==> config.mk <==
export PLATFORM = sky130hd
export DESIGN_NAME = logic_basic_queue_generic_write
export DESIGN_NICKNAME = d
export VERILOG_FILES = /design/src/rtl/logic_basic_queue_pkg.sv /design/src/rtl/logic_basic_queue_generic_write.sv
export SDC_FILE = /design/constraint.sdc
export NUM_CORES = 1
export LEC_CHECK = 0
export ABC_AREA = 1
export CAP_MARGIN = 15
export CORE_AREA = 3 3 40 42
export CTS_BUF_LIST = sky130_fd_sc_hd__clkbuf_8 sky130_fd_sc_hd__clkbuf_16
export CTS_CLUSTER_SIZE = 16
export DETAILED_ROUTE_END_ITERATION = 10
export DIE_AREA = 0 0 43 45
export SYNTH_ARGS = -nofsm -noshare
export SYNTH_HDL_FRONTEND = slang
export SYNTH_SLANG_ARGS = --single-unit
==> constraint.sdc <==
create_clock -name aclk -period 1.97 [get_ports aclk]
set_input_delay 0.2955 -clock aclk [delete_from_list [all_inputs] [get_ports aclk]]
set_output_delay 0.2955 -clock aclk [all_outputs]
set_load 0.03 [all_outputs]
==> src/rtl/logic_basic_queue_pkg.sv <==
// rtl/logic_basic_queue_pkg.sv - shared sizing helpers for the generic queue controllers
package logic_basic_queue_pkg;

  // Number of entries addressed by an ADDRESS_WIDTH-bit pointer.
  function automatic int queue_capacity(input int address_width);
    return 2 ** address_width;
  endfunction

  // Occupancy needs one extra bit so that a full queue (CAPACITY) is representable.
  function automatic int count_width(input int address_width);
    return address_width + 1;
  endfunction

  // Default almost-full threshold: one entry short of full.
  function automatic int default_almost_full(input int address_width);
    return queue_capacity(address_width) - 1;
  endfunction

endpackage

==> src/rtl/logic_basic_queue_generic_write.sv <==
// rtl/logic_basic_queue_generic_write.sv - write-side controller and occupancy owner of the generic queue
module logic_basic_queue_generic_write
  import logic_basic_queue_pkg::*;
#(
  parameter int DATA_WIDTH    = 1,
  parameter int ADDRESS_WIDTH = 1,
  parameter int ALMOST_FULL   = 2 ** ADDRESS_WIDTH - 1
) (
  input  logic                       aclk,
  input  logic                       areset_n,
  input  logic                       rx_tvalid,
  output logic                       rx_tready,
  input  logic [DATA_WIDTH-1:0]      rx_tdata,
  output logic                       write_enable,
  output logic [ADDRESS_WIDTH-1:0]   write_pointer,
  output logic [DATA_WIDTH-1:0]      write_data,
  input  logic                       read_enable,
  output logic                       capacity_valid,
  output logic                       almost_full,
  output logic [ADDRESS_WIDTH:0]     count
);

  localparam int CAPACITY = queue_capacity(ADDRESS_WIDTH);
  localparam int CW       = count_width(ADDRESS_WIDTH);

  typedef logic [CW-1:0] count_t;

  localparam count_t CAPACITY_C    = count_t'(CAPACITY);
  localparam count_t ALMOST_FULL_C = count_t'(ALMOST_FULL);

  count_t                     count_q, count_d;
  logic [ADDRESS_WIDTH-1:0]   write_pointer_q, write_pointer_d;
  logic                       rx_tready_q, rx_tready_d;
  logic                       capacity_valid_q, capacity_valid_d;
  logic                       almost_full_q, almost_full_d;

  assign write_enable   = rx_tvalid && rx_tready_q;
  assign write_data     = rx_tdata;
  assign rx_tready      = rx_tready_q;
  assign write_pointer  = write_pointer_q;
  assign capacity_valid = capacity_valid_q;
  assign almost_full    = almost_full_q;
  assign count          = count_q;

  // Next occupancy, pointer and registered flags; a read from an empty queue saturates at zero.
  always_comb begin
    count_d          = count_q;
    write_pointer_d  = write_pointer_q;
    rx_tready_d      = 1'b0;
    capacity_valid_d = 1'b0;
    almost_full_d    = 1'b0;

    if (read_enable && !write_enable && count_q == '0) begin
      count_d = '0;
    end else begin
      count_d = count_q + count_t'(write_enable) - count_t'(read_enable);
    end

    if (write_enable) begin
      write_pointer_d = write_pointer_q + ADDRESS_WIDTH'(1);
    end

    rx_tready_d      = (count_d < CAPACITY_C);
    capacity_valid_d = (count_d != '0);
    almost_full_d    = (count_d >= ALMOST_FULL_C);
  end

  // State register with asynchronous clear; stored entries are logically discarded on reset.
  always_ff @(posedge aclk or negedge areset_n) begin
    if (!areset_n) begin
      count_q          <= '0;
      write_pointer_q  <= '0;
      rx_tready_q      <= 1'b0;
      capacity_valid_q <= 1'b0;
      almost_full_q    <= 1'b0;
    end else begin
      count_q          <= count_d;
      write_pointer_q  <= write_pointer_d;
      rx_tready_q      <= rx_tready_d;
      capacity_valid_q <= capacity_valid_d;
      almost_full_q    <= almost_full_d;
    end
  end

  // The read controller must never consume from an empty queue.
  underflow_check: assert property (@(posedge aclk) disable iff (!areset_n)
    !(read_enable && count_q == '0));

endmodule

# Word-level counts from Yosys, hierarchy flattened
# Index checks and enable logic that the tools add are counted.
# W data, S select, Z words.
# word_totals
regBits	6
in_bits	5
out_inout_bits	8
elab_cells	17
# op_classes
n_addsub	3
order_cmp	2
muxes	1
n_reduce_logical	6
# op_table
op	count
$logic_and A1 B1 Y1	3
$add A2 B1 Y2	1
$ge A2 B1 Y1 const B	1
$logic_not A2 Y1	1
$lt A2 B2 Y1 const B	1
$mux W2	1
$reduce_bool A2 Y1	1
$sub A2 B1 Y2	1
$add A1 B1 Y1 const B	1
$logic_not A1 Y1	1

# Logic depth before layout (Yosys ltp)
# Gate-level depths: netlist of the first run.
# depth
ltp_word	6
mapped_depth	10
mapped_depth_nobuf	10

# Least setup slack after synthesis of the first run
# No wires, ideal clock.
# synth_path
kind	register to register
start	reg count_q[0], in the netlist count[0]
end	reg rx_tready_q, in the netlist rx_tready
arrival_time_ns	1.441
required_ns	1.858
path_slack_ns	0.417
stages_incl_launch_ff	11
path_buffers	0
period_less_slack_ns	1.553
path_cell_list	dfrtp_1 > inv_1 > ha_1 > inv_1 > ha_1 > nand2_1 > inv_2 > nor2_2 > nand3_2 > nand2_2 > inv_2
# synth_between
elab_chain_cells	4
# synth_rtl
item	line_no	rtl
from (decl)	logic_basic_queue_generic_write.sv:31	count_t count_q, count_d;
from (signal assigned)	logic_basic_queue_generic_write.sv:77	count_q <= count_d;
$add A2 B1 Y2 or $logic_not A2 Y1 (tied branches)	logic_basic_queue_generic_write.sv:56, logic_basic_queue_generic_write.sv:53	
$sub A2 B1 Y2 or $logic_and A1 B1 Y1 (tied branches)	logic_basic_queue_generic_write.sv:56, logic_basic_queue_generic_write.sv:53	
$mux W2 (*)	logic_basic_queue_generic_write.sv:53	if (read_enable && !write_enable && count_q == '0) begin
named net count_d[1]	logic_basic_queue_generic_write.sv:31	
$lt A2 B2 Y1 (*)	logic_basic_queue_generic_write.sv:63	rx_tready_d = (count_d < CAPACITY_C);
named net rx_tready_d	logic_basic_queue_generic_write.sv:33	logic rx_tready_q, rx_tready_d;
to (signal assigned)	logic_basic_queue_generic_write.sv:79	rx_tready_q <= rx_tready_d;
to (decl)	logic_basic_queue_generic_write.sv:33	
# The timed path passes the listed nets; every way through them passes the cells marked *.
# A chain may end at the register's enable or synchronous reset.

# Final worst setup path of the first run
# layout_path
start	in rx_tvalid
end	out write_enable
# layout_between
elab_chain_cells	1
# layout_rtl
item	line_no	rtl
from (decl)	logic_basic_queue_generic_write.sv:11	input logic rx_tvalid,
$logic_and A1 B1 Y1	logic_basic_queue_generic_write.sv:37	assign write_enable = rx_tvalid && rx_tready_q;
to (decl)	logic_basic_queue_generic_write.sv:14	output logic write_enable,
# Every way passes these cells.

==> metrics, run 1 <==
Reg-to-Reg Start=count[0]; skew final=0.00261 ns; CTS Sinks=5; # fillers=129; Multi-input gate area=104 sq um; outcome=finished, final reports clean; CP Capture Type=primary output; HP Class=in2async; Netlist cell types=13; setup_tns=0 ns; final total power=0.000835 W; Max Cap Viol=0; 1st-pass router iterations=4; f_max=533 MHz; final period demand of the worst path=1.87 ns; post-CTS setup buffer count=0; Slew headroom=79.1%; Critical Path End=write_enable; RSZ-0062 raised after global routing=false; Slew Limit Fails=0; Gate Count Post-Synth=29; Req. time, crit path=1.67 ns; Residual DRC=0; period utilization=95.1%; max incr delay on CP=0.67 ns; Clock transition at path regs=0.04 ns; Reg area=125 sq um; most common cell after layout, fill and taps aside=clkdlybuf4s50_1; CP Cell Sequence=clkdlybuf4s50_1 -> nand2_2 -> inv_1 -> clkdlybuf4s50_1; Mapped Area=270 sq um; row count=13; initial core utilization=21.0%; Remaining Overflow, GRT=0; worst slew pin tran=0.312 ns; htree depth=1; DRT Wirelength=462 um; CTS tree=built; HPWL after detailed placement=394 um; Clock Tree Root=clkbuf_8; P per Cell Area=1960 nW/um^2; Die Wd=43 um; most frequent cells in the layout=clkdlybuf4s50_1, inv_1, dfrtp_1; initial antenna violation count=0; global-route wire length before repair=952 um; share of cells above drive strength 1=28.6%; Seq/Total Area, Yosys=46.3%; Final Hold Viols=0; GRT Resource Usage Total=6.77%; wire per inst=8.11 um; Setup Viol. Count Final=0; Core ar.=1280 sq um; reg2reg setup slack=0.58 ns; largest net degree at the start of global routing=6; register bit total from synthesis=5; GPL Wtd Cong=0.706; CTS Hold Bufs=0; WP data arrival=1.58 ns; CTS buffer count=3; crit path kind=in2out; Die Height=45 um; slowest CP cell=clkdlybuf4s50_1; r2r endpoint=rx_tready; warnings from Yosys=0; LEAKAGE=0.213 nW; IO buf count=10; antenna fix cells=0; clock buffer depth=2; crit path from=rx_tvalid; startpoint types=input pin; via count=220; antenna-violating nets left=0; nets@finish=50; VDD IR max=1.06 mV; Avg Synthesized Cell Area=9.32 sq um; CP max FO=2; post-CTS sizing=0; die area=1940 sq um; critical path's most frequent cell=clkdlybuf4s50_1; vias in the first global route=252; Clock Latency Late Sink=0.22 ns; drt first-iter violations=2; Area Overhead vs Synth=57.9%; Vias/cell=3.86; Syn Nets=36; Worst Reg-to-Reg Cells=10; io pins=13
[through the flow]
| stage | util [%] | cell area, sq um | hold WS, ns | worst slack, ns | cells |
|---|---|---|---|---|---|
| 2_1_floorplan | - | 270 | -0.0000911 | 0.417 | 29 |
| 3_3_place_gp | 29.7 | 382 | 0.460 | 0.0861 | 53 |
| 3_5_place_dp | 29.7 | 382 | 0.467 | 0.0919 | 53 |
| 4_1_cts | 33.2 | 427 | 0.310 | 0.0812 | 57 |
| 5_1_grt | 33.2 | 427 | 0.318 | 0.0234 | 57 |
| 6_report | 33.2 | 427 | 0.303 | 0.0956 | 57 |
[critical path, delay by kind of cell]
kind                   cells  cell delay, ns
AND/OR/NAND/NOR            1            0.06
buffers and inverters      3            1.22
[cells by family (layout without fill, tap and decap cells)]
logic type,Yosys count,count (layout),share of synthesized area [%]
adders and majority gates,2,2,9.26
buffers and inverters,9,22,15.3
xor gates and xnor gates,1,1,3.24
and+or+nand+nor,11,11,22.7
AOI/OAI and AO/OA,1,1,3.24
DFF,5,5,46.3
[metal layers]
metal	global-route usage, %	up-vias	routed length (um)
met2	10.5	12	188
met4	0	0	0
met1	7.79	97	207
li1	-	111	-
met3	5.58	0	67
met5	0	-	0
[synth_stat cells (all sizes together)]
cell type	count	area share (%)
buf	2	5.6
dfrtp	5	46
ha	2	9.3
inv	7	9.7
nand2	4	7.4
nand3	4	9.3
nor2	3	6.0
o21ai	1	3.2
xnor2	1	3.2
[sequential cells by signal, indices dropped and copies added (netlist names)]
register / cells
write_pointer: 1
rx_tready: 1
almost_full: 1
count: 2
[power breakdown]
group	switching (W)	internal (W)
logic	0.000268	0.000196
clock network	0.0000449	0.000133
registers	0.0000352	0.000158
[worst min-delay path by stage]
stage                  start             to  slack [ns]  cells past startpoint
5_1_grt             areset_n      rx_tready        0.32                      1
6_report            areset_n    almost_full        0.30                      1
3_5_place_dp   write_pointer  write_pointer        0.47                      1
2_1_floorplan       areset_n    almost_full    -0.00009                      0
4_1_cts             areset_n       count[1]        0.31                      1
3_3_place_gp   write_pointer  write_pointer        0.46                      1
[cell type report]
type	count	area share (%)
Clock buffer	3	9.68
Sequential cell	5	29.3
Clock inverter	1	0.880
Inverter	7	6.16
Multi-Input combinational cell	15	24.3
Tap cell	15	4.40
Timing Repair Buffer	11	25.2
Note: power is estimated with default switching activity, not from simulation.
==> run 2: changes to the inputs <==
--- a/config.mk
+++ b/config.mk
@@ -12,6 +12,7 @@
 export CTS_CLUSTER_SIZE = 16
 export DETAILED_ROUTE_END_ITERATION = 10
 export DIE_AREA = 0 0 43 45
+export SLEW_MARGIN = 10
 export SYNTH_ARGS = -nofsm -noshare
 export SYNTH_HDL_FRONTEND = slang
 export SYNTH_SLANG_ARGS = --single-unit
==> results of run 2 <==
Same layout as run 1: the final DEF is identical, and so are final timing and power.
==> run 3: changes to the inputs <==
--- a/config.mk
+++ b/config.mk
@@ -12,6 +12,7 @@
 export CTS_CLUSTER_SIZE = 16
 export DETAILED_ROUTE_END_ITERATION = 10
 export DIE_AREA = 0 0 43 45
+export SKIP_LAST_GASP = 1
 export SLEW_MARGIN = 10
 export SYNTH_ARGS = -nofsm -noshare
 export SYNTH_HDL_FRONTEND = slang
==> results of run 3 <==
Same layout as run 1: the final DEF is identical, and so are final timing and power.
